<file path="config.mk">
export PLATFORM = sky130hd
export DESIGN_NAME = serial_subtractor
export DESIGN_NICKNAME = d
export VERILOG_FILES = /design/src/rtl/serial_subtractor.sv
export SDC_FILE = /design/constraint.sdc
export NUM_CORES = 1
export LEC_CHECK = 0
export ABC_AREA = 1
export ABC_CLOCK_PERIOD_IN_PS = 1200
export CORE_MARGIN = 2
export CORE_UTILIZATION = 40
export DETAILED_ROUTE_END_ITERATION = 6
export PLACE_DENSITY = 0.66
export SETUP_SLACK_MARGIN = 0.5
export SYNTH_ARGS = -nofsm -noshare
export SYNTH_HDL_FRONTEND = slang
export SYNTH_SLANG_ARGS = --single-unit
</file>
<file path="constraint.sdc">
create_clock -name clk -period 1.2 [get_ports clk]
set_input_delay 0.12 -clock clk [delete_from_list [all_inputs] [get_ports clk]]
set_output_delay 0.12 -clock clk [all_outputs]
set_load 0.01 [all_outputs]
</file>
<file path="src/rtl/serial_subtractor.sv">
// serial_subtractor: bit-serial WIDTH-bit subtractor computing a - b LSB-first,
// one bit per clock, with a single borrow flop.
//
// Optional feature macro: SUB_OVF_EN adds the signed-overflow output `ovf`.
//
// Ports:
//   clk, rst_n          rising-edge clock, asynchronous active-low reset
//   in_valid, in_ready  operand handshake; a (minuend) and b (subtrahend) sampled on it
//   out_valid, out_ready result handshake
//   diff                (a - b) mod 2^WIDTH
//   borrow              final borrow, 1 iff unsigned a < b
//   busy                high while shifting or holding a result
//   ovf                 signed overflow (SUB_OVF_EN only)
module serial_subtractor #(
  parameter int unsigned WIDTH = 8
) (
  input  logic             clk,
  input  logic             rst_n,
  input  logic             in_valid,
  output logic             in_ready,
  input  logic [WIDTH-1:0] a,
  input  logic [WIDTH-1:0] b,
  output logic             out_valid,
  input  logic             out_ready,
  output logic [WIDTH-1:0] diff,
  output logic             borrow,
`ifdef SUB_OVF_EN
  output logic             ovf,
`endif
  output logic             busy
);

  localparam int unsigned CntW    = $clog2(WIDTH + 1);
  localparam logic [CntW-1:0] LastCnt = CntW'(WIDTH - 1);

  typedef enum logic [1:0] {StIdle, StShift, StDone} state_e;

  state_e            state_q, state_d;
  logic [WIDTH-1:0]  a_q, a_d, b_q, b_d, res_q, res_d;
  logic [WIDTH-1:0]  diff_q, diff_d;
  logic [CntW-1:0]   cnt_q, cnt_d;
  logic              br_q, br_d;
  logic              borrow_q, borrow_d;

  logic              bit_d;
  logic              br_next;
  logic [WIDTH-1:0]  res_shift;

`ifdef SUB_OVF_EN
  // Operand MSBs are shifted out of a_q/b_q, so keep a copy for the overflow term.
  logic a_msb_q, a_msb_d, b_msb_q, b_msb_d, ovf_q, ovf_d;
`endif

  // Full-subtractor cell on the current LSBs.
  assign bit_d     = a_q[0] ^ b_q[0] ^ br_q;
  assign br_next   = (~a_q[0] & b_q[0]) | (~(a_q[0] ^ b_q[0]) & br_q);
  assign res_shift = {bit_d, res_q[WIDTH-1:1]};

  always_comb begin
    state_d  = state_q;
    a_d      = a_q;
    b_d      = b_q;
    res_d    = res_q;
    br_d     = br_q;
    cnt_d    = cnt_q;
    diff_d   = diff_q;
    borrow_d = borrow_q;
`ifdef SUB_OVF_EN
    a_msb_d  = a_msb_q;
    b_msb_d  = b_msb_q;
    ovf_d    = ovf_q;
`endif
    unique case (state_q)
      StIdle: begin
        if (in_valid) begin
          a_d     = a;
          b_d     = b;
          br_d    = 1'b0;
          cnt_d   = '0;
          state_d = StShift;
`ifdef SUB_OVF_EN
          a_msb_d = a[WIDTH-1];
          b_msb_d = b[WIDTH-1];
`endif
        end
      end
      StShift: begin
        a_d   = {1'b0, a_q[WIDTH-1:1]};
        b_d   = {1'b0, b_q[WIDTH-1:1]};
        res_d = res_shift;
        br_d  = br_next;
        cnt_d = cnt_q + CntW'(1);
        if (cnt_q == LastCnt) begin
          state_d  = StDone;
          diff_d   = res_shift;
          borrow_d = br_next;
`ifdef SUB_OVF_EN
          ovf_d    = (a_msb_q ^ b_msb_q) & (a_msb_q ^ res_shift[WIDTH-1]);
`endif
        end
      end
      StDone: begin
        if (out_ready) state_d = StIdle;
      end
      default: state_d = StIdle;
    endcase
  end

  always_ff @(posedge clk or negedge rst_n) begin
    if (!rst_n) begin
      state_q  <= StIdle;
      a_q      <= '0;
      b_q      <= '0;
      res_q    <= '0;
      br_q     <= 1'b0;
      cnt_q    <= '0;
      diff_q   <= '0;
      borrow_q <= 1'b0;
`ifdef SUB_OVF_EN
      a_msb_q  <= 1'b0;
      b_msb_q  <= 1'b0;
      ovf_q    <= 1'b0;
`endif
    end else begin
      state_q  <= state_d;
      a_q      <= a_d;
      b_q      <= b_d;
      res_q    <= res_d;
      br_q     <= br_d;
      cnt_q    <= cnt_d;
      diff_q   <= diff_d;
      borrow_q <= borrow_d;
`ifdef SUB_OVF_EN
      a_msb_q  <= a_msb_d;
      b_msb_q  <= b_msb_d;
      ovf_q    <= ovf_d;
`endif
    end
  end

  assign in_ready  = (state_q == StIdle);
  assign out_valid = (state_q == StDone);
  assign busy      = (state_q != StIdle);
  assign diff      = diff_q;
  assign borrow    = borrow_q;
`ifdef SUB_OVF_EN
  assign ovf       = ovf_q;
`endif

endmodule

</file>
### Word level (Yosys, flattened, before mapping)

Index checks and enable logic that the tools add are counted.

* word-level logic and storage cells: 40
* input port bits: 20
* bits in registers: 40
* output and inout bits: 12

* reduce and logical (&&, ||, !) cells: 6
* muxes and demuxes: 12
* add/sub/neg operators: 1
* equality and inequality tests: 6
* bitwise logic cells: 7

Operators with widths (number)
* $pmux W8 S2: 2
* $mux W8: 2
* $pmux W4 S2: 1
* $mux W2: 3
* $pmux W2 S3: 1
* $add A4 B1 Y4 const B: 1
* $eq A4 B3 Y1 const B: 1
* $mux W4: 1
* $ne A2 B2 Y1 const B: 2
* $reduce_and A2 Y1: 2
* $reduce_bool A2 Y1: 2
* $reduce_and A3 Y1: 1
* $and A1 B1 Y1: 2
* $eq A2 B1 Y1 const B: 1
* $eq A2 B2 Y1 const B: 1
* $logic_not A2 Y1: 1
* $ne A2 B1 Y1 const B: 1
* $not A1 Y1: 2
* $pmux W1 S2: 1
* $xor A1 B1 Y1: 2
* $mux W1: 1
* $or A1 B1 Y1: 1

### Longest topological paths before layout

Gate-level depths: netlist of run 1.

* depth after elaboration: 5
* gate-level depth with buffers: 6
* gate-level depth less buffers: 6

### Worst setup path before layout of run 1

Ideal clock, no wire load.

* path type: reg-to-reg
* start point: reg a_q[0]
* end point: reg res_q[7]
* setup time: 0.126 ns
* required time: 1.074 ns
* path slack: 0.086 ns
* buffers on the path: 0
* clock period less this slack: 1.114 ns
* cell stages (with the launch flop): 4
* arrival: 0.988 ns
* cells stage by stage: dfrtp_1 > fa_1 > nand2_1 > o21ai_0

* longest elaborated chain between the ends: 2

Ends and longest elaborated chain
* from (decl): RTL line 39 `logic [WIDTH-1:0] a_q, a_d, b_q, b_d, res_q, res_d;`
* from (signal assigned): RTL line 112 `a_q <= '0;`
* from (signal assigned): RTL line 126 `a_q <= a_d;`
* $xor A1 B1 Y1 (2 in a row): RTL line 55 `assign bit_d = a_q[0] ^ b_q[0] ^ br_q;`
* via bit_d: RTL line 45 `logic bit_d;`
* to (signal assigned): RTL line 128 `res_q <= res_d;`
* to (decl): RTL line 39

The timed path passes the listed nets, and every way through them passes these cells.
A chain may end at the register's enable or synchronous reset.

### Final worst setup path of run 1

* start point: reg state_q[1]
* end point: out busy

* longest elaborated chain between the ends: 1

Ends and longest elaborated chain
* from (decl): RTL line 38 `state_e state_q, state_d;`
* from (signal assigned): RTL line 111 `state_q <= StIdle;`
* from (signal assigned): RTL line 125 `state_q <= state_d;`
* $reduce_bool A2 Y1: RTL line 143 `assign busy = (state_q != StIdle);`
* to (decl): RTL line 30 `output logic busy`

Every way passes these cells.

==> flow_metrics.py, run 1 <==
metrics = {
    "clock_tree": {
        "cts.sinks": 39,
        "cts.path.max_buffers": 2,
        "cts-htree-levels": 2,
        "cts_buffers": 5,
        "clockRootBuffer": "clkbuf_8",
        "clk_pin_slew_ns": 0.08,
        "cts_tree": "done",
        "clk_latency_ns": 0.29,
    },
    "power_and_ir_drop": {
        "p_seq_frac": 0.335,
        "p_int_uw": 4010,
        "p_sw_uw": 2870,
        "ir_drop_mv": 1.36,
        "p_per_area_nw_per_um2": 2430,
        "p_leak_uw": 0.00137,
        "clkPwrFrac": 0.125,
        "switching_share": 0.418,
        "combPwrFrac": 0.540,
    },
    "global_routing": {
        "grt_max_degree": 40,
        "grt_pass1_wl_mm": 6.78,
        "grt_usage": 0.173,
        "grt-ovfl-total": 0,
        "grt_pass1_vias": 1530,
        "antenna_found_initial": 0,
    },
    "routing": {
        "drt_wl_total_mm": 4.44,
        "dr.first_iter.drc_count": 118,
        "antenna_left": 0,
        "drt-vias-per-instance": 5.12,
        "dr.max_layer_used": "met4",
        "met1Wirelength_mm": 2.00,
        "wl_per_cell_um": 14.4,
        "wl_met3_um": 171,
        "drt_first_pass_iters": 4,
        "drcViolationCount": 0,
        "dr_wl_met2_mm": 2.23,
        "vias": 1582,
    },
    "yosys": {
        "synth_top_family_by_area": "simple AND/OR/NAND/NOR gates",
        "synthSimpleGateAreaFrac": 0.318,
        "ys_seq_area_frac": 0.575,
        "synth_area_sq_um": 1700,
        "synth_nets": 216,
        "ys_ff_latch": 39,
        "yosysWarnings": 0,
        "synth_area_per_cell_sq_um": 8.75,
        "ys_types": 21,
        "synth_compound_gate_area_share": 0.0347,
        "synthAdderAreaFrac": 0.0192,
        "synth_xor_area_frac": 0,
        "syn_inst": 194,
        "synth_mux_area_frac": 0,
    },
    "finish": {
        "nets": 280,
        "n_antenna_cell": 0,
        "num-fill-cells": 313,
        "design_area_sq_um": 2830,
        "drive_above_1_share": 0.529,
        "stdcell_count": 309,
        "area_delta_synth_final_pct": 66.6,
    },
    "critical_path": {
        "start_kind": "flop",
        "setup.worst_path.start": "state_q[1]$_DFFE_PN0P_",
        "cp.required_ns": 1.08,
        "rrSetupSlack_ns": -0.02,
        "crit_type": "flop to output pin",
        "end_kind": "output pin",
        "r2r-start": "state_q[1]$_DFFE_PN0P_",
        "path_max_fanout": 3,
        "reg2regPathDepth": 7,
        "r2r-end": "b_q[0]$_DFFE_PN0P_",
        "worstPathArrival_ns": 1.13,
    },
    "sta": {
        "skew_ns": 0.00746,
        "maxSlewHeadroom": 0.853,
        "finalCritPeriodShare": 1.04,
        "whs_ns": 0.327,
        "fin_tns_setup_ns": -0.168,
        "layout_setup_ws_ns": -0.0538,
        "report.final.setup_viol": 10,
        "slew_violations": 0,
        "grt_setup_unrepaired": "yes",
        "worst_pin_slew_ns": 0.220,
        "fmax_ghz": 0.798,
        "layout_min_cycle_time_ns": 1.25,
        "hold_viol_final": 0,
    },
    "floorplanning": {
        "rows": 23,
        "core_area_sq_um": 4030,
        "boundaryPins": 32,
        "chipWidth_um": 69.1,
        "start_util": 0.421,
        "die_area_sq_um": 4780,
        "die_y_um": 69.1,
    },
    "placement": {
        "dpl.hpwl_mm": 2.54,
        "placement.io_buffers": 31,
        "gp_congestion": 0.814,
        "detailed_place.area_sq_um": 2220,
        "dpl.cell_count": 283,
    },
    "status": {
        "violations": "setup timing",
        "status": "complete, but fails checks",
    },
    "flow_run": {
        "maxCapViolCount": 0,
    },
    "min_path": {
        "min_path_type": "primary input to asynchronous set/reset pin",
    },
}
worst max-delay path by stage:
stage,end,slack [ns],depth (start not counted)
floorplan,res_q[7]$_DFFE_PN0P_,0.11,4
global placement,in_ready,-0.05,2
detailed placement,in_ready,-0.05,2
CTS,busy,-0.05,4
global route,busy,-0.1,4
finish,busy,-0.05,4
cells in the mapped netlist:
library cell,instances,area (sq um)
nand2_1,64,240
nand3_1,50,250
dfrtp_1,39,976
inv_1,9,33.8
buf_2,6,30.0
nor2_1,5,18.8
o21ai_0,5,25.0
o21ai_1,3,15.0
a21oi_1,1,5.00
buf_4,1,7.51
buf_6,1,11.3
clkbuf_1,1,3.75
fa_1,1,20.0
ha_1,1,12.5
inv_2,1,3.75
nand2_2,1,6.26
nand4_1,1,6.26
nor2_2,1,6.26
nor2_4,1,11.3
o22ai_1,1,6.26
o31ai_1,1,7.51
cells in the final DEF (no fill, tap or decap):
cell type and n:
o22ai_2 1, inv_6 1, o21ai_4 1, nand2_8 3
nand2_2 17, nor2_1 2, buf_6 14, o21ai_1 3
inv_8 1, buf_4 14, nand2_1 38, clkinv_2 3
nand2_4 8, nand3_2 34, dlygate4sd3_1 1, buf_2 11
nand3_1 16, inv_2 3, clkinv_8 1, dfrtp_2 3
o21ai_2 4, inv_1 5, ha_4 1, clkdlybuf4s50_1 18
a21oi_2 1, fa_1 1, clkbuf_8 5, nor2_4 6
buf_8 3, buf_12 2, dfrtp_1 36, o31ai_1 1
nand4_1 1
state kept, by name, indices dropped and copies added, names as in the netlist:
| register | count |
|---|---|
| a_q | 8 |
| b_q | 8 |
| borrow | 1 |
| br_q | 1 |
| cnt_q | 4 |
| diff | 8 |
| res_q | 7 |
| state_q | 2 |
power by group through the flow:
stage	Sequential [uW]	Combinational (uW)	Clock, uW
2_1_floorplan	2240	1550	0
3_3_place_gp	2190	2360	0
3_5_place_dp	2200	2390	0
4_1_cts	2200	2750	880
5_1_grt	2370	4080	927
6_report	2300	3720	861
routing by layer:
metal / global-route usage / vias to the layer above
met1: 0.233 / 774
met3: 0.0439 / 5
met2: 0.275 / 37
met5: 0 / -
li1: - / 766
met4: 0.0566 / 0
layout make-up:
type	instances	area (sq um)	share of cell area
Multi-Input combinational cell	138	1040	0.368
Clock buffer	5	68.8	0.0243
Timing Repair inverter	1	8.76	0.00310
Tap cell	50	62.6	0.0221
Sequential cell	39	980	0.347
Inverter	10	57.6	0.0204
Timing Repair Buffer	63	593	0.210
Clock inverter	3	15.0	0.00531
worst max-delay path, stage by stage (launching register included):
cell	delay (ns)
dfrtp_1	0.41
buf_6	0.13
nor2_4	0.12
inv_2	0.07
buf_6	0.12
timing repair:
action	in CTS	in global routing
pin swaps	5	26
hold buffers	1	0
setup buffers	6	7
endpoints found under the setup margin	51	51
cloned	2	2
hold endpoints to repair	39	0
resized for setup	84	74
stage by stage:
step	setup WS, ns	total power, uW	util
6_report	-0.0538	6880	0.702
5_1_grt	-0.0973	7370	0.702
4_1_cts	-0.0524	5830	0.610
3_5_place_dp	-0.0511	4600	0.552
3_3_place_gp	-0.0455	4550	0.552
2_1_floorplan	0.114	3790	-
cells by family (layout without fill, tap and decap cells):
group,count (synthesis),after routing
compound gates,11,11
simple gates,123,125
flops,39,39
buf+inv,19,82
fa+ha+maj,2,2
Note: power is estimated with default switching activity, not from simulation.
==> inputs of run 2 (changes only) <==
--- a/config.mk
+++ b/config.mk
@@ -6,7 +6,7 @@
 export NUM_CORES = 1
 export LEC_CHECK = 0
 export ABC_AREA = 1
-export ABC_CLOCK_PERIOD_IN_PS = 1200
+export ABC_CLOCK_PERIOD_IN_PS = 1100
 export CORE_MARGIN = 2
 export CORE_UTILIZATION = 40
 export DETAILED_ROUTE_END_ITERATION = 6
==> constraint.sdc (replaced) <==
create_clock -name clk -period 1.1 [get_ports clk]
set_input_delay 0.11 -clock clk [delete_from_list [all_inputs] [get_ports clk]]
set_output_delay 0.11 -clock clk [all_outputs]
set_load 0.01 [all_outputs]
==> run 2 against run 1 <==
  * Utilization increased by 2.0 points
  * Design area increased by 2.9%
  * Cell count increased by 0.65%
  * Largest power group unchanged
  * Non-clock buffer count increased by 4
  * Largest cell class unchanged
  * Setup slack got worse by 0.14 ns
  * The flow still finishes with violations (setup timing)
  * Wire length increased by 12%
  * Die area unchanged
  * Power increased by 19%
  * Sequential share of layout area decreased by 1.1 points
  * Clock-buffer cell count increased by 2
  * Critical endpoint is now cnt_q[0]$_DFFE_PN0P_
==> flow_metrics.py, run 2 (synthesized netlist as in run 1, its figures left out) <==
metrics = {
    "floorplanning": {
        "core_area_sq_um": 4030,
        "start_util": 0.421,
        "die_y_um": 69.1,
        "chipWidth_um": 69.1,
        "die_area_sq_um": 4780,
        "rows": 23,
        "boundaryPins": 32,
    },
    "routing": {
        "met1Wirelength_mm": 2.06,
        "wl_per_cell_um": 16.0,
        "drt-vias-per-instance": 5.28,
        "wl_met3_um": 206,
        "drcViolationCount": 0,
        "vias": 1641,
        "drt_wl_total_mm": 4.97,
        "dr.max_layer_used": "met4",
        "dr_wl_met2_mm": 2.60,
        "drt_first_pass_iters": 4,
        "antenna_left": 0,
        "dr.first_iter.drc_count": 73,
    },
    "flow_run": {
        "maxCapViolCount": 0,
    },
    "critical_path": {
        "rrSetupSlack_ns": -0.19,
        "end_kind": "flop",
        "r2r-start": "state_q[0]$_DFFE_PN0P_",
        "cp_slowest_cell": "dfrtp_2",
        "cp.required_ns": 1.28,
        "worstPathArrival_ns": 1.48,
        "crit_type": "flop to flop",
        "start_kind": "flop",
        "path_max_fanout": 8,
        "crit_end": "cnt_q[0]$_DFFE_PN0P_",
        "r2r-end": "cnt_q[0]$_DFFE_PN0P_",
        "crit_chain": "buf_6 -> nand2_8 -> clkinv_8 -> buf_12 -> nor2_1 -> a21oi_2",
        "setup.worst_path.start": "state_q[0]$_DFFE_PN0P_",
        "slowest_delay_ns": 0.45,
        "reg2regPathDepth": 6,
    },
    "sta": {
        "layout_setup_ws_ns": -0.192,
        "slew_violations": 0,
        "finalCritPeriodShare": 1.17,
        "worst_pin_slew_ns": 0.241,
        "report.final.setup_viol": 41,
        "grt_setup_unrepaired": "yes",
        "hold_viol_final": 0,
        "fmax_ghz": 0.774,
        "skew_ns": 0.00707,
        "maxSlewHeadroom": 0.838,
        "layout_min_cycle_time_ns": 1.29,
    },
    "placement": {
        "placement.io_buffers": 31,
        "gp_congestion": 0.804,
        "pre_cts_ws_ns": -0.136,
        "dpl.hpwl_mm": 2.58,
    },
    "power_and_ir_drop": {
        "p_leak_uw": 0.00141,
        "ir_drop_mv": 1.20,
        "p_per_area_nw_per_um2": 2820,
    },
    "global_routing": {
        "grt-ovfl-total": 0,
        "antenna_found_initial": 0,
        "grt_pass1_vias": 1513,
        "grt_max_degree": 40,
        "grt_pass1_wl_mm": 7.15,
        "grt_usage": 0.186,
    },
    "status": {
        "status": "complete, but fails checks",
        "violations": "setup timing",
    },
    "clock_tree": {
        "clk_pin_slew_ns": 0.08,
        "cts_buffers": 5,
        "clk_latency_ns": 0.29,
        "cts_tree": "done",
        "clockRootBuffer": "clkbuf_8",
        "cts-htree-levels": 2,
        "cts.path.max_buffers": 2,
        "cts.sinks": 39,
    },
    "finish": {
        "final_cell_mix": "dfrtp_1 (38), nand2_1 (36), nand3_2 (24)",
        "area_delta_synth_final_pct": 71.5,
        "mostFrequentLayoutCell": "dfrtp_1",
        "n_antenna_cell": 0,
        "final_util": 0.722,
        "drive_above_1_share": 0.490,
        "nets": 282,
    },
    "min_path": {
        "min_path_type": "primary input to asynchronous set/reset pin",
    },
}
run 2: changes by cell type in the layout (fill, tap and decap cells not counted), moves of 3 or more:
cell | previous run | this run
nand3_2 | 34 | 24
nand3_1 | 16 | 23
buf_6 | 14 | 8
buf_4 | 14 | 18
buf_12 | 2 | 5
buf_16 | 0 | 3
nand2_2 | 17 | 20
nand3_4 | 0 | 3
run 2: worst min path at each step:
stage,depth (start not counted),endpoint,slack (ns),start
3_5_place_dp,2,res_q[1]$_DFFE_PN0P_,0.09,rst_n
6_report,3,diff[0]$_DFFE_PN0P_,0.30,rst_n
4_1_cts,3,cnt_q[2]$_DFFE_PN0P_,0.33,rst_n
5_1_grt,3,b_q[2]$_DFFE_PN0P_,0.34,rst_n
2_1_floorplan,0,a_q[0]$_DFFE_PN0P_,-0.19,rst_n
3_3_place_gp,2,diff[0]$_DFFE_PN0P_,0.09,rst_n
run 2: cell type report:
class,count,area [sq um]
timing repair buffer,67,728
fill,296,1120
tap,50,62.6
clock inverter,1,5.00
inverter,10,62.6
clock buffer,7,76.3
multi-input combinational,137,997
sequential,39,977
run 2: repair_timing:
action	in CTS	in global routing
resized for setup	75	66
pin swaps	6	16
buffers inserted	9	6
hold endpoints to repair	39	0
hold buffers	1	0
cloned	4	2
endpoints found under the setup margin	51	51
run 2: metrics by stage:
stage | power, uW | hold slack (ns) | setup TNS, ns | cell area (sq um) | std cells
5_1_grt | 8670 | 0.344 | -6.29 | 2910 | 311
3_5_place_dp | 5150 | 0.0943 | -2.47 | 2250 | 281
3_3_place_gp | 5060 | 0.0931 | -1.96 | 2250 | 281
2_1_floorplan | 4140 | -0.186 | 0 | 1810 | 194
6_report | 8200 | 0.304 | -4.29 | 2910 | 311
4_1_cts | 6840 | 0.326 | -3.36 | 2530 | 303
run 2: layer usage:
layer,vias to the layer above,track usage
li1,777,-
met1,813,0.248
met2,40,0.307
met3,11,0.0336
met4,0,0.0588
met5,-,0
run 2: where the power goes:
part	internal, uW	leakage, uW	switching [uW]
clock network	445	0.0000422	488
registers	2020	0.000501	507
logic	2430	0.000869	2310
run 2: worst max-delay path, delay by kind of cell (launching register included):
kind	cells	cell delay, ns
flip-flops	1	0.45
buffers and inverters	3	0.39
AO/OA/AOI/OAI	1	0.05
AND/OR/NAND/NOR	2	0.28
